===== config.mk =====
export PLATFORM = sky130hd
export DESIGN_NAME = truth_table_scanner_flat
export DESIGN_NICKNAME = d
export VERILOG_FILES = /design/src/rtl/truth_table_scanner_if.sv /design/src/rtl/truth_table_scanner.sv /design/src/flat_wrapper.sv
export SDC_FILE = /design/constraint.sdc
export NUM_CORES = 1
export LEC_CHECK = 0
export ABC_AREA = 1
export CORE_MARGIN = 4
export CORE_UTILIZATION = 50
export DETAILED_ROUTE_END_ITERATION = 8
export GPL_TIMING_DRIVEN = 0
export PLACE_DENSITY = 0.81
export SLEW_MARGIN = 20
export SYNTH_ARGS = -nofsm -noshare
export SYNTH_HDL_FRONTEND = slang
export SYNTH_SLANG_ARGS = --single-unit
export TNS_END_PERCENT = 50

===== constraint.sdc =====
create_clock -name clk -period 4.6 [get_ports clk]
set_clock_uncertainty 0.2 [all_clocks]
set_input_delay 0.92 -clock clk [delete_from_list [all_inputs] [get_ports clk]]
set_output_delay 0.92 -clock clk [all_outputs]
set_load 0.005 [all_outputs]

===== src/rtl/truth_table_scanner_if.sv =====
// Handshake and result bundle between the truth-table scanner and its consumer.
// master = scanner side, slave = consumer / function-under-test side.
interface truth_table_scanner_if #(
    parameter int WIDTH = 3
);
    logic                  start;
    logic [(1<<WIDTH)-1:0] expected;
    logic                  f;
    logic [0:WIDTH-1]      data;
    logic                  busy;
    logic                  done;
    logic [(1<<WIDTH)-1:0] truth_table;
    logic                  mismatch;
    logic [WIDTH-1:0]      first_bad;

    modport master (
        input  start, expected, f,
        output data, busy, done, truth_table, mismatch, first_bad
    );
    modport slave (
        output start, expected, f,
        input  data, busy, done, truth_table, mismatch, first_bad
    );
endinterface


===== src/rtl/truth_table_scanner.sv =====
// Sweeps every input vector into a combinational cell and packs its output into a truth table.
// Define TRUTH_TABLE_CHECK_EN to build the expected-mask register and comparator.
module truth_table_scanner #(
    parameter int WIDTH  = 3,
    parameter int SETTLE = 1
) (
    input  logic                  clk,
    input  logic                  rst,
    truth_table_scanner_if.master bus
);
    localparam int N  = 1 << WIDTH;
    localparam int CW = (SETTLE > 1) ? $clog2(SETTLE) : 1;
    localparam logic [WIDTH:0]  IDX_LAST = (WIDTH+1)'(N - 1);
    localparam logic [CW-1:0]   CNT_LAST = CW'((SETTLE > 0) ? SETTLE - 1 : 0);

    typedef enum logic [1:0] {S_IDLE, S_SETTLE, S_SAMPLE, S_DONE} state_t;
    localparam state_t FIRST = (SETTLE == 0) ? S_SAMPLE : S_SETTLE;

    state_t           state;
    logic [WIDTH:0]   idx;
    logic [WIDTH:0]   idx_nx;
    logic [CW-1:0]    cnt;
    logic [0:WIDTH-1] data_q;
    logic             busy_q;
    logic             done_q;
    logic [N-1:0]     tbl_q;
    logic [N-1:0]     tbl_final;
    logic             last;

    assign idx_nx = idx + 1'b1;
    assign last   = (idx == IDX_LAST);

    // Table including the bit being sampled this cycle, so the compare can land with done.
    always_comb begin
        tbl_final = tbl_q;
        tbl_final[idx[WIDTH-1:0]] = bus.f;
    end

    always_ff @(posedge clk) begin
        if (rst) begin
            state  <= S_IDLE;
            idx    <= '0;
            cnt    <= '0;
            data_q <= '0;
            busy_q <= 1'b0;
            done_q <= 1'b0;
            tbl_q  <= '0;
        end else begin
            case (state)
                S_IDLE: begin
                    done_q <= 1'b0;
                    data_q <= '0;
                    if (bus.start) begin
                        tbl_q  <= '0;
                        idx    <= '0;
                        cnt    <= '0;
                        busy_q <= 1'b1;
                        state  <= FIRST;
                    end
                end
                S_SETTLE: begin
                    if (cnt == CNT_LAST) begin
                        cnt   <= '0;
                        state <= S_SAMPLE;
                    end else begin
                        cnt <= cnt + 1'b1;
                    end
                end
                S_SAMPLE: begin
                    tbl_q <= tbl_final;
                    if (last) begin
                        busy_q <= 1'b0;
                        done_q <= 1'b1;
                        data_q <= '0;
                        state  <= S_DONE;
                    end else begin
                        idx    <= idx_nx;
                        data_q <= idx_nx[WIDTH-1:0];
                        cnt    <= '0;
                        state  <= FIRST;
                    end
                end
                S_DONE: begin
                    done_q <= 1'b0;
                    state  <= S_IDLE;
                end
                default: state <= S_IDLE;
            endcase
        end
    end

    assign bus.data        = data_q;
    assign bus.busy        = busy_q;
    assign bus.done        = done_q;
    assign bus.truth_table = tbl_q;

`ifdef TRUTH_TABLE_CHECK_EN
    logic [N-1:0]     exp_q;
    logic [N-1:0]     diff;
    logic [WIDTH-1:0] fb_next;
    logic             mism_q;
    logic [WIDTH-1:0] fb_q;

    // Scan from the top down so the lowest differing index wins.
    always_comb begin
        diff    = tbl_final ^ exp_q;
        fb_next = '0;
        for (int i = N - 1; i >= 0; i--)
            if (diff[i]) fb_next = WIDTH'(i);
    end

    always_ff @(posedge clk) begin
        if (rst) begin
            exp_q  <= '0;
            mism_q <= 1'b0;
            fb_q   <= '0;
        end else if (state == S_IDLE && bus.start) begin
            exp_q  <= bus.expected;
            mism_q <= 1'b0;
            fb_q   <= '0;
        end else if (state == S_SAMPLE && last) begin
            mism_q <= |diff;
            fb_q   <= fb_next;
        end
    end

    assign bus.mismatch  = mism_q;
    assign bus.first_bad = fb_q;
`else
    assign bus.mismatch  = 1'b0;
    assign bus.first_bad = '0;
`endif
endmodule


===== src/flat_wrapper.sv =====
// flat-port wrapper written by rule: the top's interface ports become plain ports
module truth_table_scanner_flat 
#(
    parameter int WIDTH  = 3,
    parameter int SETTLE = 1
)
  (clk, rst, bus_start, bus_expected, bus_f, bus_data, bus_busy, bus_done, bus_truth_table, bus_mismatch, bus_first_bad);
  truth_table_scanner_if #(.WIDTH(WIDTH)) bus_i ();
  input  logic clk;
  input  logic rst;
  input wire logic [$bits(bus_i.start)-1:0] bus_start;
  input wire logic [$bits(bus_i.expected)-1:0] bus_expected;
  input wire logic [$bits(bus_i.f)-1:0] bus_f;
  output wire logic [$bits(bus_i.data)-1:0] bus_data;
  output wire logic [$bits(bus_i.busy)-1:0] bus_busy;
  output wire logic [$bits(bus_i.done)-1:0] bus_done;
  output wire logic [$bits(bus_i.truth_table)-1:0] bus_truth_table;
  output wire logic [$bits(bus_i.mismatch)-1:0] bus_mismatch;
  output wire logic [$bits(bus_i.first_bad)-1:0] bus_first_bad;
  assign bus_i.start = bus_start;
  assign bus_i.expected = bus_expected;
  assign bus_i.f = bus_f;
  assign bus_data = bus_i.data;
  assign bus_busy = bus_i.busy;
  assign bus_done = bus_i.done;
  assign bus_truth_table = bus_i.truth_table;
  assign bus_mismatch = bus_i.mismatch;
  assign bus_first_bad = bus_i.first_bad;
  truth_table_scanner #(.WIDTH(WIDTH), .SETTLE(SETTLE)) u_core (.clk(clk), .rst(rst), .bus(bus_i));
endmodule

## After elaboration in Yosys (flattened, before gate mapping)

Cells that the tools add are included.

- Register bits: 20
- Logic and storage cells: 54
- Bits of input ports: 12
- Output and inout port bits: 17

- Equality and inequality tests: 8
- Add/subtract/negate cells: 2
- Magnitude comparators: 2
- Multiplexer cells: 23
- Reductions and logical operators: 12

Operator list:

| operator | number |
|---|---|
| one-hot mux 8 bit (2 select lines) | 1 |
| AND reduction 3 bit | 3 |
| bitwise mux 8 bit | 1 |
| 2-to-1 mux 4 bit | 2 |
| 2-to-1 mux 8 bit | 1 |
| one-hot mux 2 bit (4 select lines) | 1 |
| one-hot mux 4 bit (2 select lines) | 1 |
| 2-to-1 mux 1 bit | 7 |
| 2-to-1 mux 2 bit | 3 |
| inequality test 2 bit (second input constant) | 3 |
| one-hot mux 3 bit (2 select lines) | 1 |
| AND reduction 2 bit | 3 |
| adder 4 x 1 -> 4 bit (second input constant) | 1 |
| == test 2 bit (second input constant) | 2 |
| == test 4 x 3 -> 1 bit (second input constant) | 1 |
| < comparator 3 x 4 -> 1 bit (second input constant) | 1 |
| one-hot mux 1 bit (2 select lines) | 2 |
| nonzero test 2 bit | 2 |
| demux 1 bit (select 3 bit) | 1 |
| >= comparator 3 x 1 -> 1 bit (second input constant) | 1 |
| 2-to-1 mux 3 bit | 1 |
| one-hot mux 1 bit (3 select lines) | 1 |
| nonzero test 3 bit | 1 |
| == test 2 x 1 -> 1 bit (second input constant) | 1 |
| 5 further kinds | 5 |

## Logic depth before layout (Yosys ltp)

- Depth in word-level cells: 6
- Gate-level depth with buffers: 9

## Worst setup path after synthesis

OpenSTA, ideal clock, no wires.

- Path type: input -> register
- Start: input port bus_start
- End: register u_core.idx[0]
- Data required time: 4286 ps
- Arrival: 1470 ps
- Setup time: 114 ps
- Path buffers: 0
- Setup slack: 2816 ps
- Stages: 6
- Path through: nor2_1 > nor2_4 > nand2_1 > nand2_1 > nand2_1 > nor2_1

- Longest elaborated chain between the ends: 2

Ends and longest elaborated chain:

| what | RTL line | source |
|---|---|---|
| from (decl) | flat_wrapper.sv:11 | `input wire logic [$bits(bus_i.start)-1:0] bus_start;` |
| inequality test 2 bit (no line) | - |  |
| AND reduction 3 bit (no line) | - |  |
| to (signal assigned) | truth_table_scanner.sv:77 | `idx <= idx_nx;` |
| to (decl) | truth_table_scanner.sv:20 | `logic [WIDTH:0] idx;` |

Every way passes these cells.
A chain may end at the register's enable or synchronous reset.

## Worst setup path after layout

- Start: register u_core.tbl_q[3], in the netlist u_core.bus.truth_table[3]
- End: output port bus_truth_table[3]

RTL lines:

| what | RTL line | source |
|---|---|---|
| from (decl) | truth_table_scanner.sv:26 | `logic [N-1:0] tbl_q;` |
| from (signal assigned) | truth_table_scanner.sv:70 | `tbl_q <= tbl_final;` |
| to (decl) | flat_wrapper.sv:17 | `output wire logic [$bits(bus_i.truth_table)-1:0] bus_truth_table;` |

No word-level cell between the ends.

==> out/qor.csv <==
stage;metric;value;unit
route;drc;0;
cells_and_area;ff_latch_area;380.4;sq um
synthesis;synth.distinct_cells;20;
synthesis;ys_seq_area_share;35.85;%
setup_path;crit_arrival;1160;ps
global_route;grt_pass1_vias;945;
cells_and_area;n_antenna_cell;0;
cells_and_area;final_util;65.21;%
worst_hold_path;whs_path_depth;2;
status;status;finished, final reports clean;
synthesis;avgSynthCellArea;6.590;sq um
route;vias_per_cell;4.825;
setup_path;r2r-start;u_core.state[0];
cells_and_area;drive_above_1_share;7.609;%
synthesis;synth_top_family_by_area;simple AND/OR/NAND/NOR gates;
timing;period_share;49.66;%
timing;finalHoldWorstSlack;265.1;ps
clock_tree;cts_resized;0;
synthesis;synthCells;161;
synthesis;yosys_warnings;0;
synthesis;ys_ff_latch;19;
setup_path;worstPathMaxFanout;2;
floorplanning;fp.dieW;54.07;microns
synthesis;synth_simple_gate_area_share;34.32;%
place;dp_slack;2187;ps
route;wl_per_cell;10.35;microns
place;portBuffers;16;
setup_path;required;3480;ps
place;gp_congestion;0.7973;
setup_path;reg2reg_depth;7;
timing;rsz0062_at_grt;false;
clock_tree;cts_buffers;3;
worst_hold_path;hold_path_class;flip-flop to flip-flop;
timing;setup_tns;0;ps
route;routed_wl;2184;microns
synthesis;yosysTopAreaCell;dfxtp_1;
power;leakagePower;0.5850;nW
setup_path;start_kind;flip-flop;
synthesis;yosys-top-cells-area;dfxtp_1 36%, nand2_1 18%, inv_1 7.4%, a21oi_1 7.1%, ha_1 5.9%;
floorplanning;core_area;0.001982;sq mm
timing;setup_viol;0;
setup_path;path_class;flip-flop to primary output;
route;drt_first_pass_iters;4;
route;ant_nets;0;
global_route;gr-total-overflow;0;
setup_path;cp-end-kind;primary output;
global_route;grt_max_degree;11;
clock_tree;clk_pin_slew;110;ps
route;vias;1018;
cells_and_area;final-instance-count-excl-fill;211;
setup_path;max_stage_delay;500;ps
setup_path;crit_slowest_cell;clkdlybuf4s50_1;
clock_tree;cts_buffer_depth;2;
floorplanning;io_pins;29;
setup_path;crit_family;buffers and inverters;
setup_path;timing.critical_path.buf_inv;1;
floorplanning;die_h;54.07;microns
worst_hold_path;hp-start;u_core.bus.truth_table[5];
global_route;gr-usage-all-layers;17.47;%
synthesis;synth-xor-area-share;0;%
clock_tree;insertion_delay;300;ps
clock_tree;root_buffer;clkbuf_4;
clock_tree;post-cts-setup-buffer-count;0;
cells_and_area;nFillCells;186;
setup_path;rrSetupSlack;2870;ps
place;placed_cells;207;
global_route;grt_pass1_wl;3746;microns
floorplanning;dieArea;0.002923;sq mm
timing;timing.final.ws_setup;2316;ps
cells_and_area;multi_input_area;564.3;sq um
floorplanning;rows;16;
synthesis;yosysTopAreaCellShare;35.85;%
clock_tree;cts_hold_buf;0;
clock_tree;cts_sinks;19;
route;drt_first_iter_violations;23;
worst_hold_path;min_to;u_core.bus.truth_table[5];
synthesis;mappedNetlistArea;0.001061;sq mm
power;power.density;360.8;mW/mm^2
timing;layout_min_cycle_time;2284;ps
cells_and_area;fin_area;0.001292;sq mm
cells_and_area;nets;202;
global_route;antenna_found_initial;0;
timing;finalHoldViolCount;0;
power;power;0.4663;mW
clock_tree;cts_max_level;1;
floorplanning;initial_core_util;53.54;%
run;max_cap_viol_count;0;
setup_path;crit_path_cell_trace;clkdlybuf4s50_1;
place;dp_hpwl;1697;microns
power;vdd_ir_drop_max;0.2627;mV
timing;timing.fmax;437.7;MHz
timing;slew_viol_final;0;
synthesis;synth_compound_area_share;11.56;%
cells_and_area;area_growth_syn_to_layout;21.82;%
setup_path;r2r-end;u_core.idx[0];
place;placed_area;0.001266;sq mm
clock_tree;cts_tree;yes;
synthesis;synthAdderAreaFrac;5.896;%
synthesis;synth.area.mux_share;0;%
==> cell usage in the layout (no fill, tap or decap) <==
cell	Yosys	routed
nand2_1	52	52
inv_1	21	21
dfxtp_1	19	19
nor2_1	16	16
clkdlybuf4s50_1	0	16
a21oi_1	15	15
nand3_1	12	12
buf_4	6	6
ha_1	5	5
conb_1	1	4
o21ai_0	3	3
clkbuf_4	0	3
clkbuf_1	1	2
nand4_1	2	2
nor2_2	1	1
a21oi_4	1	1
a21oi_2	1	1
nor2_4	1	1
nand3b_1	1	1
nor3_1	1	1
o21a_1	1	1
nand2_2	1	1
==> flip-flops by register name, indices dropped and copies added, names as in the netlist <==
name and flops:
u_core.idx 4, u_core.bus.busy 1, u_core.state 2, u_core.bus.truth_table 8, u_core.bus.data 3, u_core.bus.done 1
==> routing by layer <==
layer  wire [microns]  GRT usage [%]  up-vias
li1                 -              -      539
met3               92          2.770        2
met1              979          20.71      455
met2             1080          29.84       22
met4               33          9.544        0
met5                0              0        -
==> cell usage after synthesis <==
master and n:
nand2_1 52, o21ai_0 3, nor3_1 1, nor2_1 16, ha_1 5, nand4_1 2, o21a_1 1, conb_1 1
nor2_4 1, a21oi_4 1, a21oi_2 1, nand3b_1 1, nor2_2 1, a21oi_1 15, inv_1 21, buf_4 6
nand2_2 1, nand3_1 12, dfxtp_1 19, clkbuf_1 1
==> cell families (layout without fill, tap and decap cells) <==
logic type,after synthesis,after routing
AO/OA/AOI/OAI,21,21
AND/OR/NAND/NOR,87,87
other,1,4
buffers and inverters,28,48
flip-flops,19,19
adder cells (fa/ha/maj),5,5
==> layout make-up <==
cell class	count	area share (%)
inverters	21	6.099
clock buffers	4	2.033
flip-flops and latches	19	29.43
well taps	27	2.614
repair buffers	16	12.39
multi-input cells	117	43.66
plain buffers	7	3.775
==> power breakdown <==
group / leakage (nW) / total (mW) / internal (mW) / switching [mW]
clock network: 0.0150 / 0.0864 / 0.0338 / 0.0525
registers: 0.154 / 0.190 / 0.179 / 0.0107
logic: 0.416 / 0.190 / 0.0723 / 0.118
==> worst max-delay path by stage <==
stage / startpoint / cells after the start / slack (ps) / end
after floorplan: bus_start / 6 / 2820 / u_core.idx[0]
after global placement: bus_start / 5 / 2240 / u_core.bus.truth_table[2]
after detailed placement: bus_start / 5 / 2190 / u_core.bus.truth_table[3]
after CTS: u_core.bus.truth_table[3] / 1 / 2290 / bus_truth_table[3]
after global routing: u_core.bus.truth_table[5] / 1 / 2250 / bus_truth_table[5]
final: u_core.bus.truth_table[3] / 1 / 2320 / bus_truth_table[3]
(Power assumes the default switching activity.)
